## src/rtl/output_conditioner.sv

```systemverilog
// Registered, rate-limited pin driver: every level is held at least T cycles, with edge strobes.
// Optional `OUTCOND_PULSE_QUEUE_EN keeps one pulse request that arrives outside the accept window.
module output_conditioner #(
    parameter int T  = 4,
    parameter int CW = 8
) (
    input  logic clk,
    input  logic rst_n,
    input  logic level_in,
    input  logic pulse,
    output logic pin,
    output logic rising,
    output logic falling,
    output logic busy
);

    typedef enum logic [1:0] {LOW_IDLE, HIGH_HOLD, HIGH_IDLE, LOW_HOLD} state_t;

    localparam logic [CW-1:0] HOLD = CW'(T - 1);

    state_t        state_q, state_d;
    logic [CW-1:0] cnt_q, cnt_d;
    logic          pmode_q, pmode_d;
    logic          pin_q, pin_d;
    logic          rising_q, rising_d;
    logic          falling_q, falling_d;
    logic          busy_q, busy_d;
    logic          win, preq;

`ifdef OUTCOND_PULSE_QUEUE_EN
    logic pend_q, pend_d;
`endif

    // Pulses are only accepted while low and past the dwell.
    assign win = (state_q == LOW_IDLE) || (state_q == LOW_HOLD && cnt_q == '0);

    always_comb begin
        state_d   = state_q;
        cnt_d     = cnt_q;
        pmode_d   = pmode_q;
        pin_d     = pin_q;
        rising_d  = 1'b0;
        falling_d = 1'b0;
        busy_d    = busy_q;
`ifdef OUTCOND_PULSE_QUEUE_EN
        preq   = pulse | pend_q;
        pend_d = win ? 1'b0 : (pend_q | pulse);
`else
        preq   = pulse;
`endif
        case (state_q)
            LOW_IDLE, LOW_HOLD: begin
                if (state_q == LOW_HOLD && cnt_q != '0) begin
                    cnt_d = cnt_q - CW'(1);
                end else if (level_in || preq) begin
                    state_d  = HIGH_HOLD;
                    pin_d    = 1'b1;
                    rising_d = 1'b1;
                    cnt_d    = HOLD;
                    busy_d   = 1'b1;
                    pmode_d  = preq & ~level_in;
                end else begin
                    state_d = LOW_IDLE;
                    busy_d  = 1'b0;
                end
            end
            HIGH_HOLD: begin
                if (cnt_q != '0) begin
                    cnt_d = cnt_q - CW'(1);
                end else if (level_in) begin
                    // A held level keeps the pin up even after a pulse-initiated high.
                    state_d = HIGH_IDLE;
                    busy_d  = 1'b0;
                    pmode_d = 1'b0;
                end else begin
                    state_d   = LOW_HOLD;
                    pin_d     = 1'b0;
                    falling_d = 1'b1;
                    cnt_d     = HOLD;
                    busy_d    = 1'b1;
                    pmode_d   = 1'b0;
                end
            end
            HIGH_IDLE: begin
                if (!level_in) begin
                    state_d   = LOW_HOLD;
                    pin_d     = 1'b0;
                    falling_d = 1'b1;
                    cnt_d     = HOLD;
                    busy_d    = 1'b1;
                end
            end
            default: state_d = LOW_IDLE;
        endcase
    end

    always_ff @(posedge clk) begin
        if (!rst_n) begin
            state_q   <= LOW_IDLE;
            cnt_q     <= '0;
            pmode_q   <= 1'b0;
            pin_q     <= 1'b0;
            rising_q  <= 1'b0;
            falling_q <= 1'b0;
            busy_q    <= 1'b0;
`ifdef OUTCOND_PULSE_QUEUE_EN
            pend_q    <= 1'b0;
`endif
        end else begin
            state_q   <= state_d;
            cnt_q     <= cnt_d;
            pmode_q   <= pmode_d;
            pin_q     <= pin_d;
            rising_q  <= rising_d;
            falling_q <= falling_d;
            busy_q    <= busy_d;
`ifdef OUTCOND_PULSE_QUEUE_EN
            pend_q    <= pend_d;
`endif
        end
    end

    assign pin     = pin_q;
    assign rising  = rising_q;
    assign falling = falling_q;
    assign busy    = busy_q;

endmodule

```

## config.mk

```make
export PLATFORM = sky130hd
export DESIGN_NAME = output_conditioner
export DESIGN_NICKNAME = d
export VERILOG_FILES = /design/src/rtl/output_conditioner.sv
export SDC_FILE = /design/constraint.sdc
export NUM_CORES = 1
export LEC_CHECK = 0
export CAP_MARGIN = 20
export CELL_PAD_IN_SITES_DETAIL_PLACEMENT = 1
export CELL_PAD_IN_SITES_GLOBAL_PLACEMENT = 1
export CORE_AREA = 2 2 43 53
export CTS_BUF_LIST = sky130_fd_sc_hd__clkbuf_2
export DETAILED_ROUTE_END_ITERATION = 7
export DIE_AREA = 0 0 45 55
export MAX_ROUTING_LAYER = met4
export PLACE_DENSITY_LB_ADDON = 0.12
export SKIP_CTS_REPAIR_TIMING = 1
export SLEW_MARGIN = 40
export SYNTH_ARGS = -nofsm -noshare
export SYNTH_HDL_FRONTEND = slang
export SYNTH_SLANG_ARGS = --single-unit
```

## constraint.sdc

```tcl
create_clock -name clk -period 2 [get_ports clk]
set_clock_uncertainty 0.15 [all_clocks]
set_input_delay 0.4 -clock clk [delete_from_list [all_inputs] [get_ports clk]]
set_output_delay 0.4 -clock clk [all_outputs]
set_load 0.01 [all_outputs]
```

=== After elaboration in Yosys (flattened, before gate mapping) ===
Index checks and enable logic that the tools add are counted.

* Muxes and demuxes: 24
* Bitwise gates (word level): 2
* Add/sub/neg operators: 1
* Reduce and logical (&&, ||, !) cells: 8
* Equal/unequal tests: 8

{| class="wikitable"
|+ Operator list
! kind !! number
|-
| $mux W8 || 4
|-
| $pmux W8 S3 || 1
|-
| $mux W1 || 12
|-
| $ne A2 B2 Y1 const B || 4
|-
| $reduce_bool A8 Y1 || 1
|-
| $sub A8 B1 Y8 const B || 1
|-
| $mux W2 || 3
|-
| $pmux W1 S3 || 2
|-
| $pmux W2 S3 || 1
|-
| $reduce_and A3 Y1 || 2
|-
| $eq A2 B2 Y1 const B || 2
|-
| $ne A3 B3 Y1 const B || 1
|-
| $reduce_or A3 Y1 || 1
|-
| $eq A2 B1 Y1 const B || 1
|-
| $logic_not A2 Y1 || 1
|-
| $not A1 Y1 || 2
|-
| $pmux W1 S2 || 1
|-
| $reduce_or A2 Y1 || 1
|-
| $logic_and A1 B1 Y1 || 1
|-
| $logic_or A1 B1 Y1 || 1
|}

* Output and inout bits: 4
* Input port bits: 4
* Register bits after elaboration: 14

=== Depth between registers and ports, before layout ===
Gate-level depths: netlist (run 1).

* Depth in word-level cells: 4
* Gate-level depth with buffers: 8
* Gate-level depth less buffers: 7

=== Worst setup path after synthesis (run 1) ===
Ideal clock, no wire load.

* Kind: reg-to-reg
* From: reg state_q[0]
* To: reg cnt_q[5]
* Arrival time: 1612 ps
* Required time: 1736 ps
* Setup slack: 124 ps
* Stages on the path, launching flop included: 8
* Library setup time: 114 ps
* Buffers on the path: 0
* Cells stage by stage: dfxtp_1 inv_1 ha_1 mux2_2 and2_1 nand2_1 o31ai_1 a21o_1

* Longest elaborated chain between the ends: 4
* Elaborated cells on any way between the ends: 9

{| class="wikitable"
|+ Ends and longest elaborated chain
! what !! line !! RTL
|-
| start, declared || 21 || <nowiki>state_t state_q, state_d;</nowiki>
|-
| start signal, assigned || 110 || <nowiki>state_q <= state_d;</nowiki>
|-
| $eq A2 B2 Y1 || n/a ||
|-
| $logic_and A1 B1 Y1 || 53 || <nowiki>if (state_q == LOW_HOLD && cnt_q != '0) begin</nowiki>
|-
| $mux W8 || 53 ||
|-
| $pmux W8 S3 || 51 || <nowiki>case (state_q)</nowiki>
|-
| end signal, assigned || 111 || <nowiki>cnt_q <= cnt_d;</nowiki>
|-
| end, declared || 22 || <nowiki>logic [CW-1:0] cnt_q, cnt_d;</nowiki>
|}

Parallel ways exist; a longest one is shown, timed or not.
A chain may end at the register's enable or synchronous reset.

=== Final worst setup path (run 1) ===
* From: reg cnt_q[1]
* To: reg cnt_q[7]

* Longest elaborated chain between the ends: 4
* Elaborated cells on any way between the ends: 7

{| class="wikitable"
|+ Ends and longest elaborated chain
! what
|-
| branches (longest 4 deep; another with $sub A8 B1 Y8)
|}

Several ways; the timed one is not identified.

==> metrics.md, run 1 <==
| Metric | Value |
|---|---|
| Final setup viols | 0 |
| Psw | 0.741 mW |
| Final Hold Viols | 0 |
| Routability congestion estimate | 0.860 |
| Max_cap viols | 0 |
| Post-synth top flop | dfxtp_1 |
| Largest net degree at the start of global routing | 14 |
| Internal reg-to-reg setup slack | 70 ps |
| Worst setup SP type | register |
| FF-to-FF path depth | 7 |
| Flop pwr share | 23.5% |
| Crit path capture type | register |
| DR vias | 818 |
| Clock latency on the worst-skew pair | 290 ps |
| Layout cell share with drive strength beyond 1 | 22.6% |
| Final min period | 1930 ps |
| F_max | 518 MHz |
| Clk buf depth | 2 |
| Tot Pwr | 1.69 mW |
| FILL cells | 243 |
| Int Pwr | 0.952 mW |
| Worst-path clk slew | 140 ps |
| Largest cells by area after synthesis | dfxtp_1 (31%), ha_1 (7.4%), a21oi_1 (4.2%), nor3_1 (3.6%), nand2_1 (3.1%) |
| Peak supply drop | 671 uV |
| Hold path depth | 1 |
| Clk sinks | 13 |
| Worst reg2reg path endpoint | cnt_q[7] |
| Initial Utilization | 42.6% |
| DR DRC count | 0 |
| First-pass GRT wire length | 3450 um |
| Final Hold Slack | 394 ps |
| Overflow after GRT | 0 |
| Die Y-Extent | 55 um |
| Slowest cell on the critical path | or4b_4 |
| Total track usage | 19.7% |
| Cells after synthesis | 99 |
| Hold worst-path end | cnt_q[3] |
| YS warnings | 0 |
| Min-delay src | cnt_q[3] |
| Worst Setup Path Type | reg -> reg |
| Dominant cell type by area after synthesis | dfxtp_1 |
| Crit path DAT | 2020 ps |
| Post-DP HPWL | 1620 um |
| P_leak | 0.458 nW |
| Synth unique cells | 34 |
| Die area | 2480 um^2 |
| WP buf/inv | 1 |
| Drt via density | 6.06 |
| Outcome | complete, no violations |
| Startpoint of the worst register-to-register path | cnt_q[1] |
| Nets@finish | 125 |
| Worst path cell trace | inv_1 -> ha_1 -> or4b_4 -> o21ai_4 -> nand2_1 -> o21ai_0 -> a32o_1 |
| Final period utilization | 96.6% |
| Worst Path Required | 2090 ps |
| Initial antenna violation count | 0 |
| Pins Over Slew Limit | 0 |
| Worst path top cell family by delay | simple AND/OR/NAND/NOR gates |
| Synth Register Bits | 13 |
| CTS tree | yes |
| HP Class | reg -> reg |
| PD cells | 1600 nW/um^2 |
| Crit path max fanout | 5 |
| Antenna cells | 0 |
| Worst slew pin tran | 308 ps |
| Clock share of power | 8.6% |
| # IOs | 8 |
| EDFF count, synth | 0 |
| Area grow syn2layout | 25.1% |
| H-tree levels | 1 |
| Top-count cell post-synth | dfxtp_1 |
| Wirelength, routed | 2130 um |
| Most frequent cells after synthesis | dfxtp_1 (13), a21oi_1 (7), nand2_1 (7) |
| Vias in the first global route | 753 |
| CTS Buf Count | 3 |
| Fraction of registers with async set or reset after synthesis | 0% |
| Routed Antenna Nets | 0 |
| CP max stage delay | 520 ps |
| 1st-iter DRT viols | 18 |
| DR WL/cell | 15.7 um |
| Core area | 1980 um^2 |
| Clk root buf | clkbuf_2 |
| Sequential area share after synthesis | 30.9% |
| DR pass1 iterations | 4 |
| Share of the synthesized area in the top cell type | 30.9% |
| Slew HR | 79.4% |
| Syn_nets | 108 |
| RSZ-0062 raised after global routing | true |
| Syn avg cell area | 8.52 um^2 |
| Post-synthesis cell area | 843 um^2 |
| Die X | 45 um |
| IO Port Bufs | 7 |
| Rows | 18 |
| Sw Share | 43.8% |
| Logic pwr share | 67.9% |
## placed cells by master, fill, tap and decap left out, drive strengths merged, types with 3 or more instances in the layout
cell type	netlist	layout
nor3	7	7
inv	5	5
buf	0	7
dfxtp	13	13
o22ai	3	3
nand3b	3	3
nand2	7	7
ha	5	5
clkbuf	2	4
nor2	5	5
o21ai	6	6
clkdlybuf4s50	0	7
nand3	5	5
a21oi	8	8
nand2b	3	3
a21o	3	3
## worst max-delay path by stage
| stage | slack, ps | startpoint | depth (start not counted) | end |
|---|---|---|---|---|
| after floorplan | 120 | state_q[0] | 7 | cnt_q[5] |
| after global placement | 90 | cnt_q[1] | 7 | cnt_q[2] |
| final | 70 | cnt_q[1] | 7 | cnt_q[7] |
| after global routing | -20 | state_q[0] | 7 | cnt_q[6] |
| after detailed placement | 60 | cnt_q[1] | 7 | cnt_q[2] |
| after CTS | 20 | cnt_q[1] | 7 | cnt_q[7] |
## final cells by class
class / instances / area (um^2) / share of cell area (%)
clock buffers: 4 / 20.0 / 1.90
inverters: 5 / 18.8 / 1.78
multi-input cells: 79 / 594 / 56.3
flip-flops and latches: 13 / 262 / 24.8
well taps: 20 / 25.0 / 2.37
repair buffers: 14 / 135 / 12.8
## metal layers
metal	GRT usage [%]	share of wire, %	up-vias
met5	-	0	-
met4	8.82	2.2	0
met3	2.60	3.1	5
met2	33.1	51	12
met1	23.5	44	400
li1	-	-	401
## power groups by stage
stage | logic [mW] | clock network (mW) | registers, mW
2_1_floorplan | 0.710 | 0 | 0.407
3_3_place_gp | 1.07 | 0 | 0.394
3_5_place_dp | 1.08 | 0 | 0.399
4_1_cts | 1.09 | 0.153 | 0.393
5_1_grt | 1.27 | 0.163 | 0.407
6_report | 1.15 | 0.146 | 0.398
## worst register-to-register path, cell delays in order (launching register included)
cell     delay [ps]
dfxtp_2         360
inv_1           100
ha_1            160
or4b_4          520
o21ai_4         170
nand2_1         130
o21ai_0         120
a32o_1          180
## registers in the layout (all words and copies together), names as in the netlist
signal	cells
rising	1
falling	1
pin	1
state_q	2
cnt_q	8
## kinds of logic (layout without fill, tap and decap cells)
logic type	count (synthesis)	count (layout)	synth area share, %
flip-flops	13	13	30.9
buffers and inverters	7	23	3.12
AO/OA/AOI/OAI	31	31	25.5
multiplexers	4	4	5.04
AND/OR/NAND/NOR	39	39	28.0
adder cells (fa/ha/maj)	5	5	7.42
## through the flow
step	setup TNS, ps	instance area (um^2)	utilization [%]	setup WS (ps)	std cells
floorplan	0	843	-	124	99
global placement	0	996	50.3	92.8	131
detailed placement	0	996	50.3	57.2	131
CTS	0	1020	51.3	16.7	135
global route	-81.7	1050	53.2	-21.6	135
finish	0	1050	53.2	67.8	135
(Power assumes the default switching activity.)
==> inputs of run 2 (changes only) <==
--- a/config.mk
+++ b/config.mk
@@ -6,12 +6,10 @@
 export NUM_CORES = 1
 export LEC_CHECK = 0
 export CAP_MARGIN = 20
-export CELL_PAD_IN_SITES_DETAIL_PLACEMENT = 1
-export CELL_PAD_IN_SITES_GLOBAL_PLACEMENT = 1
-export CORE_AREA = 2 2 43 53
+export CORE_AREA = 2 2 42 44
 export CTS_BUF_LIST = sky130_fd_sc_hd__clkbuf_2
 export DETAILED_ROUTE_END_ITERATION = 7
-export DIE_AREA = 0 0 45 55
+export DIE_AREA = 0 0 44 46
 export MAX_ROUTING_LAYER = met4
 export PLACE_DENSITY_LB_ADDON = 0.12
 export SKIP_CTS_REPAIR_TIMING = 1
==> run 2 against run 1 <==
- clock power is essentially flat
- wire length shrank 12%
- cell count shrank 2.2%
- critical path type unchanged
- largest power group unchanged
==> metrics.md, run 2 (synthesis results as in run 1) <==
| Metric | Value |
|---|---|
| 1st-iter DRT viols | 7 (-11) |
| Nets@finish | 125 (unchanged) |
| Wirelength, routed | 1870 um (-12%) |
| Clock latency on the worst-skew pair | 280 ps (about the same) |
| Psw | 0.691 mW (-6.8%) |
| Worst-path clk slew | 120 ps (-20 ps) |
| Flop pwr share | 25.3% (+1.8 points) |
| CTS tree | yes |
| Layout cell share with drive strength beyond 1 | 22.6% (unchanged) |
| DR vias | 807 (-1.3%) |
| Die area | 2020 um^2 (-18%) |
| Max reg flops | 8 (unchanged) |
| Sw Share | 43.6% (-0.14 points) |
| H-tree levels | 1 (unchanged) |
| Post-layout instance count excluding filler cells | 132 (-2.2%) |
| Crit path max fanout | 5 (unchanged) |
| DR WL/cell | 14.2 um (-10%) |
| Core area | 1610 um^2 (-19%) |
| Hold worst-path end | cnt_q[0] |
| Slowest cell on the critical path | or4b_4 |
| Worst reg2reg path endpoint | cnt_q[1] |
| FF-to-FF path depth | 7 (unchanged) |
| Final Hold Viols | 0 (unchanged) |
| Final min period | 1910 ps (-23.8 ps) |
| Slew HR | 81.5% (+2.1 points) |
| Total track usage | 22.0% (+2.2 points) |
| Initial Utilization | 52.2% (+9.7 points) |
| Routability congestion estimate | 0.942 (+9.5%) |
| Top Registers | cnt_q x8, state_q x2 |
| Rows | 15 (-3) |
| Vias in the first global route | 691 (-8.2%) |
| Initial antenna violation count | 0 (unchanged) |
| Hold path depth | 1 (unchanged) |
| Die X | 44 um (-2.2%) |
| Most frequent cells in the layout | dfxtp_1 (11), a21oi_1 (7), clkdlybuf4s50_1 (7), buf_4 (7) |
| Crit path capture type | register |
| Drt via density | 6.11 (+0.90%) |
| Final period utilization | 95.4% (-1.2 points) |
| DR pass1 iterations | 4 (unchanged) |
| Clock share of power | 9.1% (+0.5 points) |
| CTS Buf Count | 3 (unchanged) |
| Worst Path Required | 2080 ps (about the same) |
| Outcome | complete, no violations |
| Routed Antenna Nets | 0 (unchanged) |
| Int Pwr | 0.892 mW (-6.2%) |
| Worst Setup Path Type | reg -> reg |
| P_leak | 0.448 nW (-2.3%) |
| Die Y-Extent | 46 um (-16%) |
| Setup TNS | 0 ps (unchanged) |
| Final setup viols | 0 (unchanged) |
| Post-DP HPWL | 1370 um (-15%) |
| First-pass GRT wire length | 3090 um (-10%) |
| Internal reg-to-reg setup slack | 90 ps (+20 ps) |
| Logic pwr share | 65.6% (-2.3 points) |
| Clk buf depth | 2 (unchanged) |
| Clk sinks | 13 (unchanged) |
| # IOs | 8 (unchanged) |
| F_max | 524 MHz (+1.2%) |
| Clk root buf | clkbuf_2 |
| DR DRC count | 0 (unchanged) |
| Min-delay src | cnt_q[0] |
| CP max stage delay | 500 ps (-20 ps) |
| Commonest non-fill, non-tap cell in the layout | dfxtp_1 |
| Area after DPL | 972 um^2 (-2.4%) |
| Peak supply drop | 786 uV (+17%) |
| Largest register by flop count | cnt_q |
| Worst path cell trace | inv_2 -> ha_2 -> or4b_4 -> nor3_1 -> o22ai_1 -> o21ai_0 -> o211a_1 |
| Crit path DAT | 1990 ps (-30 ps) |
| Final Hold Slack | 340 ps (-53.9 ps) |
| HP Class | reg -> reg |
| Overflow after GRT | 0 (unchanged) |
| Worst setup SP type | register |
| Pins Over Slew Limit | 0 (unchanged) |
| PD cells | 1560 nW/um^2 (-3.0%) |
| Antenna cells | 0 (unchanged) |
| Area grow syn2layout | 20.6% |
| Placed insts | 127 (-3.1%) |
| Largest net degree at the start of global routing | 14 (unchanged) |
| Max_cap viols | 0 (unchanged) |
| Design Area, Final | 1020 um^2 (-3.6%) |
| Startpoint of the worst register-to-register path | cnt_q[0] |
| IO Port Bufs | 7 (unchanged) |
| FILL cells | 150 (-38%) |
| Worst slew pin tran | 278 ps (-29.8 ps) |
run 2: cell counts in the layout (fill, tap and decap cells not counted):
Identical to the previous run, type by type.
run 2: area by class of cell:
type	instances	area (um^2)	area share, %
Multi-Input combinational cell	79	569	56.0
Sequential cell	13	265	26.1
Timing Repair Buffer	14	123	12.1
Tap cell	17	21.3	2.09
Clock buffer	4	20.0	1.97
Inverter	5	18.8	1.85
run 2: critical path, delay by kind of cell (launching register included):
kind | cells | cell delay, ps
adders and majority gates | 1 | 160
buffers and inverters | 1 | 70
AOI/OAI and AO/OA | 3 | 350
and+or+nand+nor | 2 | 730
DFF | 1 | 380
run 2: worst max path at each step:
stage,slack (ps),start,cells after the start,end
6_report,90,cnt_q[0],7,cnt_q[1]
4_1_cts,40,cnt_q[0],8,cnt_q[2]
2_1_floorplan,120,state_q[0],7,cnt_q[5]
3_5_place_dp,60,cnt_q[0],8,cnt_q[2]
3_3_place_gp,60,cnt_q[0],8,cnt_q[2]
5_1_grt,-6,cnt_q[0],7,cnt_q[0]
run 2: layer usage:
layer | share of wire [%] | global-route usage, % | vias to the layer above
met5 | 0 | - | -
met4 | 2.0 | 10.9 | 0
met3 | 4.7 | 4.76 | 5
met2 | 47 | 33.2 | 24
met1 | 46 | 27.5 | 374
li1 | - | - | 404
run 2: per-stage QoR:
stage / setup slack (ps) / power, mW / utilization (%)
after floorplan: 124 / 1.12 / -
after global placement: 57.2 / 1.38 / 60.2
after detailed placement: 61.9 / 1.39 / 60.2
after CTS: 36.4 / 1.54 / 61.5
after global routing: -5.85 / 1.73 / 63.0
final: 91.6 / 1.58 / 63.0
run 2: power groups by stage:
stage	logic (mW)	clock network [mW]	registers [mW]
2_1_floorplan	0.710	0	0.407
3_3_place_gp	0.979	0	0.397
3_5_place_dp	0.988	0	0.401
4_1_cts	0.995	0.149	0.395
5_1_grt	1.15	0.160	0.413
6_report	1.04	0.143	0.401
==> inputs of run 3 (changes only) <==
--- a/config.mk
+++ b/config.mk
@@ -8,6 +8,7 @@
 export CAP_MARGIN = 20
 export CORE_AREA = 2 2 42 44
 export CTS_BUF_LIST = sky130_fd_sc_hd__clkbuf_2
+export CTS_CLUSTER_SIZE = 14
 export DETAILED_ROUTE_END_ITERATION = 7
 export DIE_AREA = 0 0 44 46
 export MAX_ROUTING_LAYER = met4
==> results of run 3 <==
Final layout, timing and power as in run 2 (identical DEF).
